==> src/rtl/mem_stage.sv <==
// MEM stage of the 5-stage RISC-V core: runs byte/half/word loads and stores as a
// sequence of single-byte beats on a request/ack bus and stalls the pipeline until the access finishes.
module mem_stage #(
    parameter int ADDR_W = 17
) (
    input  logic              clk,
    input  logic              rst,
    input  logic [3:0]        in_op,
    input  logic [31:0]       in_addr,
    input  logic [31:0]       in_sdata,
    input  logic              in_we,
    input  logic [4:0]        in_waddr,
    input  logic [31:0]       in_wdata,
    output logic              stall_req,
    output logic              mem_we,
    output logic [4:0]        mem_waddr,
    output logic [31:0]       mem_wdata,
    output logic              bus_req,
    output logic              bus_rw,
    output logic [ADDR_W-1:0] bus_addr,
    output logic [7:0]        bus_wdata,
    input  logic              bus_ack,
    input  logic [7:0]        bus_rdata
);

    typedef enum logic [1:0] {S_IDLE, S_ACCESS, S_DONE} state_t;

    localparam logic [3:0] OP_LB  = 4'd1;
    localparam logic [3:0] OP_LH  = 4'd2;
    localparam logic [3:0] OP_LW  = 4'd3;
    localparam logic [3:0] OP_LBU = 4'd4;
    localparam logic [3:0] OP_LHU = 4'd5;
    localparam logic [3:0] OP_SB  = 4'd6;
    localparam logic [3:0] OP_SH  = 4'd7;
    localparam logic [3:0] OP_SW  = 4'd8;

    state_t            r_state;
    logic [3:0]        r_op;
    logic [ADDR_W-1:0] r_addr;
    logic [31:0]       r_sdata;
    logic              r_we;
    logic [4:0]        r_waddr;
    logic [1:0]        r_beat;
    logic [31:0]       r_buf;

    logic              w_is_mem;
    logic              w_is_store;
    logic [1:0]        w_last_beat;
    logic [31:0]       w_load_data;
    logic              w_unused_addr;

    // Only the low ADDR_W address bits reach the bus; the rest wrap away.
    assign w_unused_addr = ^in_addr[31:ADDR_W];

    assign w_is_mem   = (in_op >= OP_LB) && (in_op <= OP_SW);
    assign w_is_store = (r_op == OP_SB) || (r_op == OP_SH) || (r_op == OP_SW);

    always_comb begin
        w_last_beat = 2'd0;
        case (r_op)
            OP_LH, OP_LHU, OP_SH: w_last_beat = 2'd1;
            OP_LW, OP_SW:         w_last_beat = 2'd3;
            default:              w_last_beat = 2'd0;
        endcase
    end

    always_comb begin
        w_load_data = r_buf;
        case (r_op)
            OP_LB:   w_load_data = {{24{r_buf[7]}}, r_buf[7:0]};
            OP_LH:   w_load_data = {{16{r_buf[15]}}, r_buf[15:0]};
            OP_LBU:  w_load_data = {24'h0, r_buf[7:0]};
            OP_LHU:  w_load_data = {16'h0, r_buf[15:0]};
            default: w_load_data = r_buf;
        endcase
    end

    always_ff @(posedge clk or negedge rst) begin
        if (!rst) begin
            r_state <= S_IDLE;
            r_op    <= 4'd0;
            r_addr  <= '0;
            r_sdata <= 32'd0;
            r_we    <= 1'b0;
            r_waddr <= 5'd0;
            r_beat  <= 2'd0;
            r_buf   <= 32'd0;
        end else begin
            case (r_state)
                S_IDLE: begin
                    if (w_is_mem) begin
                        r_op    <= in_op;
                        r_addr  <= in_addr[ADDR_W-1:0];
                        r_sdata <= in_sdata;
                        r_we    <= in_we;
                        r_waddr <= in_waddr;
                        r_beat  <= 2'd0;
                        r_buf   <= 32'd0;
                        r_state <= S_ACCESS;
                    end
                end
                S_ACCESS: begin
                    if (bus_ack) begin
                        if (!w_is_store) begin
                            r_buf[{r_beat, 3'b000} +: 8] <= bus_rdata;
                        end
                        if (r_beat == w_last_beat) begin
                            r_state <= S_DONE;
                        end else begin
                            r_beat <= r_beat + 2'd1;
                        end
                    end
                end
                S_DONE: begin
                    r_beat  <= 2'd0;
                    r_state <= S_IDLE;
                end
                default: r_state <= S_IDLE;
            endcase
        end
    end

    // Outputs are gated by reset so the bus request drops in the same cycle reset asserts.
    always_comb begin
        stall_req = 1'b0;
        mem_we    = 1'b0;
        mem_waddr = 5'd0;
        mem_wdata = 32'd0;
        bus_req   = 1'b0;
        bus_rw    = 1'b0;
        bus_addr  = '0;
        bus_wdata = 8'd0;
        if (rst) begin
            case (r_state)
                S_IDLE: begin
                    if (w_is_mem) begin
                        stall_req = 1'b1;
                    end else begin
                        mem_we    = in_we & (|in_waddr);
                        mem_waddr = in_waddr;
                        mem_wdata = in_wdata;
                    end
                end
                S_ACCESS: begin
                    stall_req = 1'b1;
                    bus_req   = 1'b1;
                    bus_rw    = w_is_store;
                    bus_addr  = r_addr + ADDR_W'(r_beat);
                    bus_wdata = r_sdata[{r_beat, 3'b000} +: 8];
                end
                S_DONE: begin
                    if (!w_is_store) begin
                        mem_we    = r_we & (|r_waddr);
                        mem_waddr = r_waddr;
                        mem_wdata = w_load_data;
                    end
                end
                default: ;
            endcase
        end
    end

endmodule

==> config.mk <==
export PLATFORM = sky130hd
export DESIGN_NAME = mem_stage
export DESIGN_NICKNAME = d
export VERILOG_FILES = /design/src/rtl/mem_stage.sv
export SDC_FILE = /design/constraint.sdc
export NUM_CORES = 1
export LEC_CHECK = 0
export BUFFER_PORTS_ARGS = -buffer_cell sky130_fd_sc_hd__buf_2
export CAP_MARGIN = 0
export CORE_UTILIZATION = 45
export DETAILED_ROUTE_END_ITERATION = 8
export PLACE_DENSITY = 0.86
export SYNTH_ARGS = -nofsm -noshare
export SYNTH_HDL_FRONTEND = slang
export SYNTH_SLANG_ARGS = --single-unit
==> constraint.sdc <==
create_clock -name clk -period 2.3 [get_ports clk]
set_clock_uncertainty 0.1 [all_clocks]
set_input_delay 0.115 -clock clk [delete_from_list [all_inputs] [get_ports clk]]
set_output_delay 0.115 -clock clk [all_outputs]
set_load 0.03 [all_outputs]
==> qor.csv <==
stage,metric,value,unit
clock_network,CTS root buffer,clkbuf_16,
setup_path,crit end category,output port,
floorplanning,IO Pins,183,
grt,GRT overflow,0,
grt,GRT Util Overall,0.265,
sta,Slew headroom,0.615,
placed_design,dpl cells,1017,
clock_network,clock transition at the registers of the reported paths,70,ps
drt,Pre-antenna DRT Iters,4,
yosys,main flop type after synthesis,dfrtp_1,
placed_design,post-DP HPWL,10600,um
clock_network,# clock sinks,95,
yosys,leading post-synthesis cells by cell area,"dfrtp_1, nand2_1, mux2i_1",
layout,total of fill cells in the finished design,854,
yosys,Synth top area share,0.419,
drt,DRC violations left,0,
placed_design,pre-CTS WS,157,ps
drt,Vias/cell,5.41,
sta,min cycle time layout,2400,ps
grt,largest net degree at the start of global routing,67,
yosys,count of different cell masters after synthesis,51,
layout,Final nets,1069,
clock_network,clk_lat worst skew,330,ps
sta,final worst slack,-95.8,ps
clock_network,depth of the CTS H-tree,3,
drt,via count,6052,
run,max_cap viols,0,
pwr,pwr dens,1100,mW/mm2
clock_network,CTS tree,yes,
floorplanning,Die W,114,um
yosys,leading area contributor after synthesis,dfrtp_1,
drt,DR WL/cell,16.6,um
floorplanning,DIE HEIGHT,114,um
yosys,Syn. warnings,0,
pwr,leakage power,4.08,nW
floorplanning,core footprint,0.0122,mm2
layout,P&R area growth vs syn,50.1,%
floorplanning,Initial Util,0.467,
sta,pins over their slew limit,0,
placed_design,IO Port Bufs,167,
pwr,peak supply drop,0.642,mV
layout,Register Area,0.00238,mm2
layout,fin cells,1118,
yosys,"FF+latch count, synth",95,
grt,vias in the first global route,5713,
hold_path,HP Class,input pin to asynchronous set/reset pin,
sta,fmax,417,MHz
yosys,synthesized cell area,0.00568,mm2
yosys,syn_area_per_cell,8.18,um2
yosys,Post-synth EDFFs,0,
status,failing checks,setup timing,
clock_network,Max Root-Sink Buffers,2,
drt,drt initial violations,455,
layout,diodes inserted,0,
placed_design,final weighted congestion in routability-driven placement,0.885,
sta,Final Hold Vio Count,0,
setup_path,critical path startpoint category,flip-flop,
clock_network,TritonCTS buffer count,9,
sta,Least-Margin Pin Slew,577,ps
yosys,fraction of registers with async set/reset,1.00,
yosys,Mapped Nets,818,
sta,final setup vio count,17,
setup_path,Critical Path RT,2090,ps
layout,most frequent cells in the layout,"nand2_1, buf_2, dfrtp_1, dlygate4sd3_1, buf_4",
grt,initial antenna violation count,1,
setup_path,Worst EP arrival,2180,ps
setup_path,"critical path fanouts, max",16,
layout,footprint of the multi-input gates,0.00336,mm2
floorplanning,full die area,0.0131,mm2
yosys,register area share after synthesis,0.419,
status,status,finished with violations,
drt,post-detailed-route count of antenna-violating nets,0,
yosys,Post-Syn Instances,694,
layout,share of layout cells above drive strength 1,0.326,
grt,first-pass GRT wire length,27100,um
sta,Tcrit/Tclk final,1.04,
floorplanning,FP Rows,40,
sta,RSZ-0062 raised after global routing,yes,
setup_path,Register-to-Register Path Depth,8,
layout,"commonest non-fill, non-tap cell in the layout",nand2_1,
drt,final WL,18500,um
layout,utilization after layout,0.701,
sta,Fin Hold WS,363,ps
setup_path,"Worst Path Class, Setup",flip-flop to output port,
[worst paths after layout]
path / slack, ps / end / start
worst max-delay path: -100 / mem_wdata[30] / r_op[1]
worst min-delay path: 360 / r_buf[11] / rst
worst max register to register: 200 / r_buf[10] / r_beat[0]
worst min register to register: 380 / r_sdata[19] / r_sdata[19]
max in group asynchronous: 1240 / r_addr[8] / rst
min in group clk: 380 / r_sdata[19] / r_sdata[19]
[timing repair]
item,4_1_cts,5_1_grt
setup endpoints to repair,55,55
pin swaps,6,37
hold endpoints to repair,186,0
hold buffers,69,0
cloned,0,3
setup buffers,5,9
resized for setup,35,132
[per-stage QoR]
stage,power (mW),cell area (um2),setup TNS [ps]
6_report,9.37,8520,-627
3_3_place_gp,6.89,6870,0
5_1_grt,9.95,8520,-5600
4_1_cts,8.83,8030,-5.84
3_5_place_dp,7.01,6870,0
2_1_floorplan,5.86,5760,-1020
[synthesized netlist by cell type, drive strengths merged (3+ instances only)]
cell and n:
a211oi 3, a21oi 23, a22oi 13, and3 6, buf 13, clkbuf 27
dfrtp 95, ha 6, inv 42, mux2i 32, mux4 8, nand2 234
nand2b 13, nand3 9, nand3b 3, nand4 3, nor2 54, nor2b 11
nor3 7, nor3b 3, nor4 5, o21a 3, o21ai 18, o31ai 23
or4 4, xnor2 10
[metal layers]
layer  vias up  track usage  wire, um
met5         -            0         0
met1      2884        0.320      7200
li1       2803            -         -
met4         0       0.0996       516
met2       319        0.467      9530
met3        46       0.0513      1260
[layout make-up]
| type | count | area share |
|---|---|---|
| Timing Repair Buffer | 280 | 0.247 |
| Sequential cell | 95 | 0.280 |
| Clock buffer | 9 | 0.0264 |
| Tap cell | 168 | 0.0247 |
| Multi-Input combinational cell | 517 | 0.394 |
| Clock inverter | 7 | 0.00940 |
| Inverter | 42 | 0.0185 |
[power breakdown]
group / switching [mW] / internal [mW] / leakage (nW) / total (mW)
combinational: 3.06 / 1.99 / 2.71 / 5.05
clock: 0.668 / 0.861 / 0.154 / 1.53
sequential: 0.545 / 2.25 / 1.22 / 2.79
total: 4.28 / 5.09 / 4.08 / 9.37
[cells by family (layout without fill, tap and decap cells)]
| logic type | Yosys count | count (layout) | synth area share |
|---|---|---|---|
| compound gates | 94 | 94 | 0.117 |
| xor+xnor | 12 | 12 | 0.0185 |
| fa+ha+maj | 7 | 7 | 0.0168 |
| buf+inv | 82 | 338 | 0.0586 |
| flops | 95 | 95 | 0.419 |
| mux | 41 | 41 | 0.0902 |
| simple gates | 363 | 363 | 0.280 |
[worst max-delay path, stage by stage (launching register included)]
cell	delay (ps)
dfrtp_2	440
and3b_2	240
nor4b_4	340
nand2b_1	140
buf_8	190
o31ai_2	280
buf_4	220
[state kept, by name, summed over array words and instances (netlist names)]
register	count
r_buf	32
r_sdata	32
r_addr	17
r_waddr	5
r_op	4
r_beat	2
r_state	2
r_we	1
Power figures use the tool's default switching activity.
